[src/rtl/ex_muldiv.sv]
`default_nettype none
// ============================================================================
// ex_muldiv : multi-cycle RV32M multiply/divide unit for the execute stage
// Rev 1.0   : initial release
// ============================================================================
module ex_muldiv (
  input  logic        clk,
  input  logic        rst,
  input  logic        start,
  input  logic [2:0]  op,
  input  logic [31:0] reg1,
  input  logic [31:0] reg2,
  input  logic [4:0]  wd,
  input  logic        flush,
  output logic        stall_req,
  output logic        done,
  output logic [31:0] result,
  output logic [4:0]  wd_o,
  output logic        wreg_o
);

  typedef enum logic [1:0] {
    S_IDLE = 2'd0,
    S_MUL  = 2'd1,
    S_DIV  = 2'd2,
    S_FIN  = 2'd3
  } state_t;

  localparam logic [5:0] c_LAST_ITER = 6'd31;

  state_t      state_q;
  logic [1:0]  op_q;
  logic [31:0] a_q;
  logic [31:0] b_q;
  logic [4:0]  wd_q;
  logic [31:0] dvd_q;
  logic [31:0] dsr_q;
  logic [31:0] rem_q;
  logic [5:0]  cnt_q;
  logic        qneg_q;
  logic        rneg_q;
  logic [31:0] result_q;
  logic [4:0]  wd_out_q;
  logic        done_q;

  logic        w_div_signed;
  logic        w_div_zero;
  logic        w_div_ovf;
  logic        w_special;
  logic [31:0] w_special_res;
  logic [31:0] w_mag1;
  logic [31:0] w_mag2;

  // Divide decode is done on the live inputs so special cases skip iteration
  assign w_div_signed = ~op[0];
  assign w_div_zero   = (reg2 == 32'd0);
  assign w_div_ovf    = w_div_signed & (reg1 == 32'h8000_0000) & (reg2 == 32'hFFFF_FFFF);
  assign w_special    = w_div_zero | w_div_ovf;
  assign w_mag1       = (w_div_signed & reg1[31]) ? (~reg1 + 32'd1) : reg1;
  assign w_mag2       = (w_div_signed & reg2[31]) ? (~reg2 + 32'd1) : reg2;

  always_comb begin
    w_special_res = 32'd0;
    if (w_div_zero) begin
      w_special_res = op[1] ? reg1 : 32'hFFFF_FFFF;
    end else begin
      w_special_res = op[1] ? 32'd0 : 32'h8000_0000;
    end
  end

  // Sign-extended 64-bit operands; the low 64 bits of the product are exact
  logic [63:0] w_a64;
  logic [63:0] w_b64;
  logic [63:0] w_prod;
  logic [31:0] w_mul_res;

  assign w_a64     = {{32{a_q[31] & (op_q != 2'b11)}}, a_q};
  assign w_b64     = {{32{b_q[31] & ~op_q[1]}}, b_q};
  assign w_prod    = w_a64 * w_b64;
  assign w_mul_res = (op_q == 2'b00) ? w_prod[31:0] : w_prod[63:32];

  logic [32:0] w_trial;
  logic        w_qbit;
  logic [31:0] w_rem_nx;
  logic [31:0] w_quo_nx;
  logic [31:0] w_div_res;

  // Restoring step: a borrow out of bit 32 means the trial subtract failed
  assign w_trial   = {rem_q, dvd_q[31]} - {1'b0, dsr_q};
  assign w_qbit    = ~w_trial[32];
  assign w_rem_nx  = w_qbit ? w_trial[31:0] : {rem_q[30:0], dvd_q[31]};
  assign w_quo_nx  = {dvd_q[30:0], w_qbit};
  assign w_div_res = op_q[1] ? (rneg_q ? (~w_rem_nx + 32'd1) : w_rem_nx)
                             : (qneg_q ? (~w_quo_nx + 32'd1) : w_quo_nx);

  always_ff @(posedge clk) begin
    if (!rst) begin
      state_q  <= S_IDLE;
      op_q     <= 2'd0;
      a_q      <= 32'd0;
      b_q      <= 32'd0;
      wd_q     <= 5'd0;
      dvd_q    <= 32'd0;
      dsr_q    <= 32'd0;
      rem_q    <= 32'd0;
      cnt_q    <= 6'd0;
      qneg_q   <= 1'b0;
      rneg_q   <= 1'b0;
      result_q <= 32'd0;
      wd_out_q <= 5'd0;
      done_q   <= 1'b0;
    end else begin
      done_q <= 1'b0;
      case (state_q)
        S_IDLE: begin
          if (start && !flush) begin
            op_q   <= op[1:0];
            a_q    <= reg1;
            b_q    <= reg2;
            wd_q   <= wd;
            dvd_q  <= w_mag1;
            dsr_q  <= w_mag2;
            rem_q  <= 32'd0;
            cnt_q  <= 6'd0;
            qneg_q <= w_div_signed & (reg1[31] ^ reg2[31]);
            rneg_q <= w_div_signed & reg1[31];
            if (!op[2]) begin
              state_q <= S_MUL;
            end else if (w_special) begin
              result_q <= w_special_res;
              wd_out_q <= wd;
              done_q   <= 1'b1;
              state_q  <= S_FIN;
            end else begin
              state_q <= S_DIV;
            end
          end
        end
        S_MUL: begin
          if (flush) begin
            state_q <= S_IDLE;
          end else begin
            result_q <= w_mul_res;
            wd_out_q <= wd_q;
            done_q   <= 1'b1;
            state_q  <= S_FIN;
          end
        end
        S_DIV: begin
          if (flush) begin
            cnt_q   <= 6'd0;
            state_q <= S_IDLE;
          end else begin
            dvd_q <= w_quo_nx;
            rem_q <= w_rem_nx;
            if (cnt_q == c_LAST_ITER) begin
              cnt_q    <= 6'd0;
              result_q <= w_div_res;
              wd_out_q <= wd_q;
              done_q   <= 1'b1;
              state_q  <= S_FIN;
            end else begin
              cnt_q <= cnt_q + 6'd1;
            end
          end
        end
        default: begin
          state_q <= S_IDLE;
        end
      endcase
    end
  end

  assign stall_req = rst & ~flush &
                     (((state_q == S_IDLE) & start) | (state_q == S_MUL) | (state_q == S_DIV));
  assign done      = done_q;
  assign wreg_o    = done_q;
  assign result    = result_q;
  assign wd_o      = wd_out_q;

endmodule
`default_nettype wire

[config.mk]
export PLATFORM = sky130hd
export DESIGN_NAME = ex_muldiv
export DESIGN_NICKNAME = d
export VERILOG_FILES = /design/src/rtl/ex_muldiv.sv
export SDC_FILE = /design/constraint.sdc
export NUM_CORES = 2
export LEC_CHECK = 0
export CAP_MARGIN = 25
export CORE_MARGIN = 1.5
export CORE_UTILIZATION = 45
export DETAILED_ROUTE_END_ITERATION = 12
export GPL_ROUTABILITY_DRIVEN = 0
export PLACE_DENSITY_LB_ADDON = 0.1
export SYNTH_ARGS = -nofsm -noshare
export SYNTH_HDL_FRONTEND = slang
export SYNTH_SLANG_ARGS = --single-unit
[constraint.sdc]
create_clock -name clk -period 9.3 [get_ports clk]
set_input_delay 1.395 -clock clk [delete_from_list [all_inputs] [get_ports clk]]
set_output_delay 1.395 -clock clk [all_outputs]
set_load 0.1 [all_outputs]
==> flow_metrics.env <==
export IMPL_status="complete, no violations"
export IMPL_required_ns=9.74
export IMPL_endpoint_kind="flip-flop"
export IMPL_ys_types=81
export IMPL_mappedNetlistNets=7599
export IMPL_grt_max_degree=97
export IMPL_final_setup_viol_count=0
export IMPL_io_pins=116
export IMPL_cp_arrival_ns=9.46
export IMPL_irDropWorstVdd_v=0.000156
export IMPL_antenna_found_initial=3
export IMPL_path_clk_slew_ns=0.07
export IMPL_die_h_um=343
export IMPL_worstMarginPinSlew_ns=1.06
export IMPL_wl_um=163000
export IMPL_hold_slack_ns=0.455
export IMPL_drtAntennaViolNets=0
export IMPL_cts_root_buf="clkbuf_16"
export IMPL_yosysWarningCount=0
export IMPL_period_share_pct=97.0
export IMPL_globalRouteTotalUtil_pct=28.7
export IMPL_drt_pass1_iterations=5
export IMPL_syn_inst=6143
export IMPL_start_kind="flip-flop"
export IMPL_finalHoldViolCount=0
export IMPL_clk_latency_ns=0.57
export IMPL_dieArea_mm2=0.117
export IMPL_vias=41300
export IMPL_syn_area_per_cell_um2=8.45
export IMPL_initial_core_util_pct=45.4
export IMPL_pwr_density_cell_mw_per_mm2=100
export IMPL_fin_crit_ns=9.02
export IMPL_rsz0062_at_grt="no"
export IMPL_synth_area_leaders="fa_1 43%, inv_1 8.6%, dfxtp_1 8.3%, nand2_1 7.4%, ha_1 6.1%"
export IMPL_cts_tree="yes"
export IMPL_ys_top_cells_by_count="1,187 x inv_1, 1,126 x fa_1, 1,026 x nand2_1"
export IMPL_maxCapViolCount=0
export IMPL_drc=0
export IMPL_use_met2_pct=46.7
export IMPL_cp_common_cell="fa_1"
export IMPL_finalSetupTns_ns=0
export IMPL_grt_pass1_vias=43100
export IMPL_hold_path_class="flip-flop to flip-flop"
export IMPL_grt_ovfl_total=0
export IMPL_yosys_most_used_dff="dfxtp_1"
export IMPL_slowest_stage="dfxtp_1"
export IMPL_yosysMostFrequentCell="inv_1"
export IMPL_die_w_um=343
export IMPL_cts_buffer_depth=3
export IMPL_wl_per_cell_um=21.4
export IMPL_core_mm2=0.114
export IMPL_yosysSeqAreaShare_pct=8.26
export IMPL_cts_max_level=1
export IMPL_synth_edff_count=0
export IMPL_drive_above_1_share_pct=3.98
export IMPL_grt_pass1_wl_um=259000
export IMPL_cp_num_buf_inv=7
export IMPL_leakage_nw=26.1
export IMPL_yosysTopAreaCellShare_pct=43.4
export IMPL_cts_buffers=27
export IMPL_worst_slack_ns=0.280
export IMPL_yosysTopAreaCell="fa_1"
export IMPL_critPathMaxStageDelay_ns=0.60
export IMPL_async_flop_share_pct=0
export IMPL_grt_util_met1_pct=40.5
export IMPL_grt_busiest_layer="met2"
export IMPL_syn_cell_area_mm2=0.0519
export IMPL_crit_type="flip-flop to flip-flop"
export IMPL_nNetsFinal=7541
export IMPL_clock_sinks=214
export IMPL_rows=124
export IMPL_drt_iter0_drc=2904
export IMPL_critPathTopFamily="adder cells"
export IMPL_cts_hold_buf=0
export IMPL_port_buffers=115
export IMPL_dp_final_hpwl_um=133000
export IMPL_ys_seq_elements=214
export IMPL_slew_viol_final=0
export IMPL_slew_headroom_pct=28.6
export IMPL_fmax_mhz=111
export IMPL_dp_slack_ns=0.248
export IMPL_clock_skew_ns=0.0237
export IMPL_drt_vias_per_instance=5.42
export IMPL_met3_usage_pct=2.93
export IMPL_path_max_fanout=14
export IMPL_syn_to_final_growth_pct=8.05
export IMPL_p_total_mw=5.63
flip-flops by register name (all words and copies together) (netlist names):
name and count:
wd_o 5, rneg_q 1, cnt_q 6, op_q 2
b_q 32, rem_q 32, result 32, dsr_q 31
qneg_q 1, wd_q 5, dvd_q 32, a_q 32
state_q 2, done 1
logic make-up (layout without fill, tap and decap cells):
| family | after synthesis | count (layout) | synth area share (%) |
|---|---|---|---|
| adder cells (fa/ha/maj) | 1380 | 1380 | 49.6 |
| other | 0 | 1 | 0 |
| XOR/XNOR | 213 | 213 | 3.61 |
| AND/OR/NAND/NOR | 1951 | 1951 | 17.2 |
| multiplexers | 23 | 23 | 0.449 |
| flip-flops | 214 | 214 | 8.26 |
| AO/OA/AOI/OAI | 817 | 817 | 9.68 |
| buffers and inverters | 1545 | 1506 | 11.2 |
stage by stage:
| step | utilization [%] | area [um2] | cells |
|---|---|---|---|
| floorplan | - | 51900 | 6143 |
| global placement | 48.1 | 55000 | 7563 |
| detailed placement | 48.1 | 55100 | 7564 |
| CTS | 49.0 | 56000 | 7612 |
| global route | 49.0 | 56100 | 7617 |
| finish | 49.0 | 56100 | 7617 |
what timing repair did:
item                       CTS  global route
resized for setup            0             7
setup endpoints to repair    0             8
buffers inserted             0             3
layout by cell type, fill, tap and decap left out, types with 46 or more instances in the layout:
cell and instances:
a211oi_1 46, a21oi_1 328, and2_1 392, buf_4 128, clkdlybuf4s50_1 115, dfxtp_1 210
fa_1 1125, ha_1 252, inv_1 1186, nand2_1 1026, nor2_1 282, o21ai_0 165
xnor2_1 135, xor2_1 77
worst register-to-register path: cells and delay by family, from the launching register on:
| family | cells | cell delay, ns |
|---|---|---|
| buffers and inverters | 7 | 0.69 |
| XOR/XNOR | 1 | 0.38 |
| flip-flops | 1 | 0.60 |
| AND/OR/NAND/NOR | 2 | 0.35 |
| AO/OA/AOI/OAI | 10 | 2.40 |
| adder cells (fa/ha/maj) | 9 | 4.47 |
layer usage:
layer	wire, um	share of wire, %
met2	76100	47
met3	9590	5.9
met4	5600	3.4
met5	12	0.0074
met1	71300	44
path summary, 6_finish.rpt:
path	end	slack, ns	cells after the start	from
max	result[13]	0.28	29	a_q[28]
min	b_q[23]	0.46	2	b_q[23]
max reg2reg	result[13]	0.28	29	a_q[28]
min reg2reg	b_q[23]	0.46	2	b_q[23]
power by group:
part,switching (mW),internal (mW)
Combinational,2.24,1.12
Clock,0.461,0.701
Sequential,0.114,1.00
Total,2.81,2.82
final cells by class:
class	instances	area [um2]
fill	11200	58300
multi-input combinational	4384	41800
inverter	1189	4470
sequential	214	4290
timing repair buffer	269	2650
tap	1512	1890
clock buffer	35	746
clock inverter	13	196
antenna	1	2.50
Power figures use the tool's default switching activity.
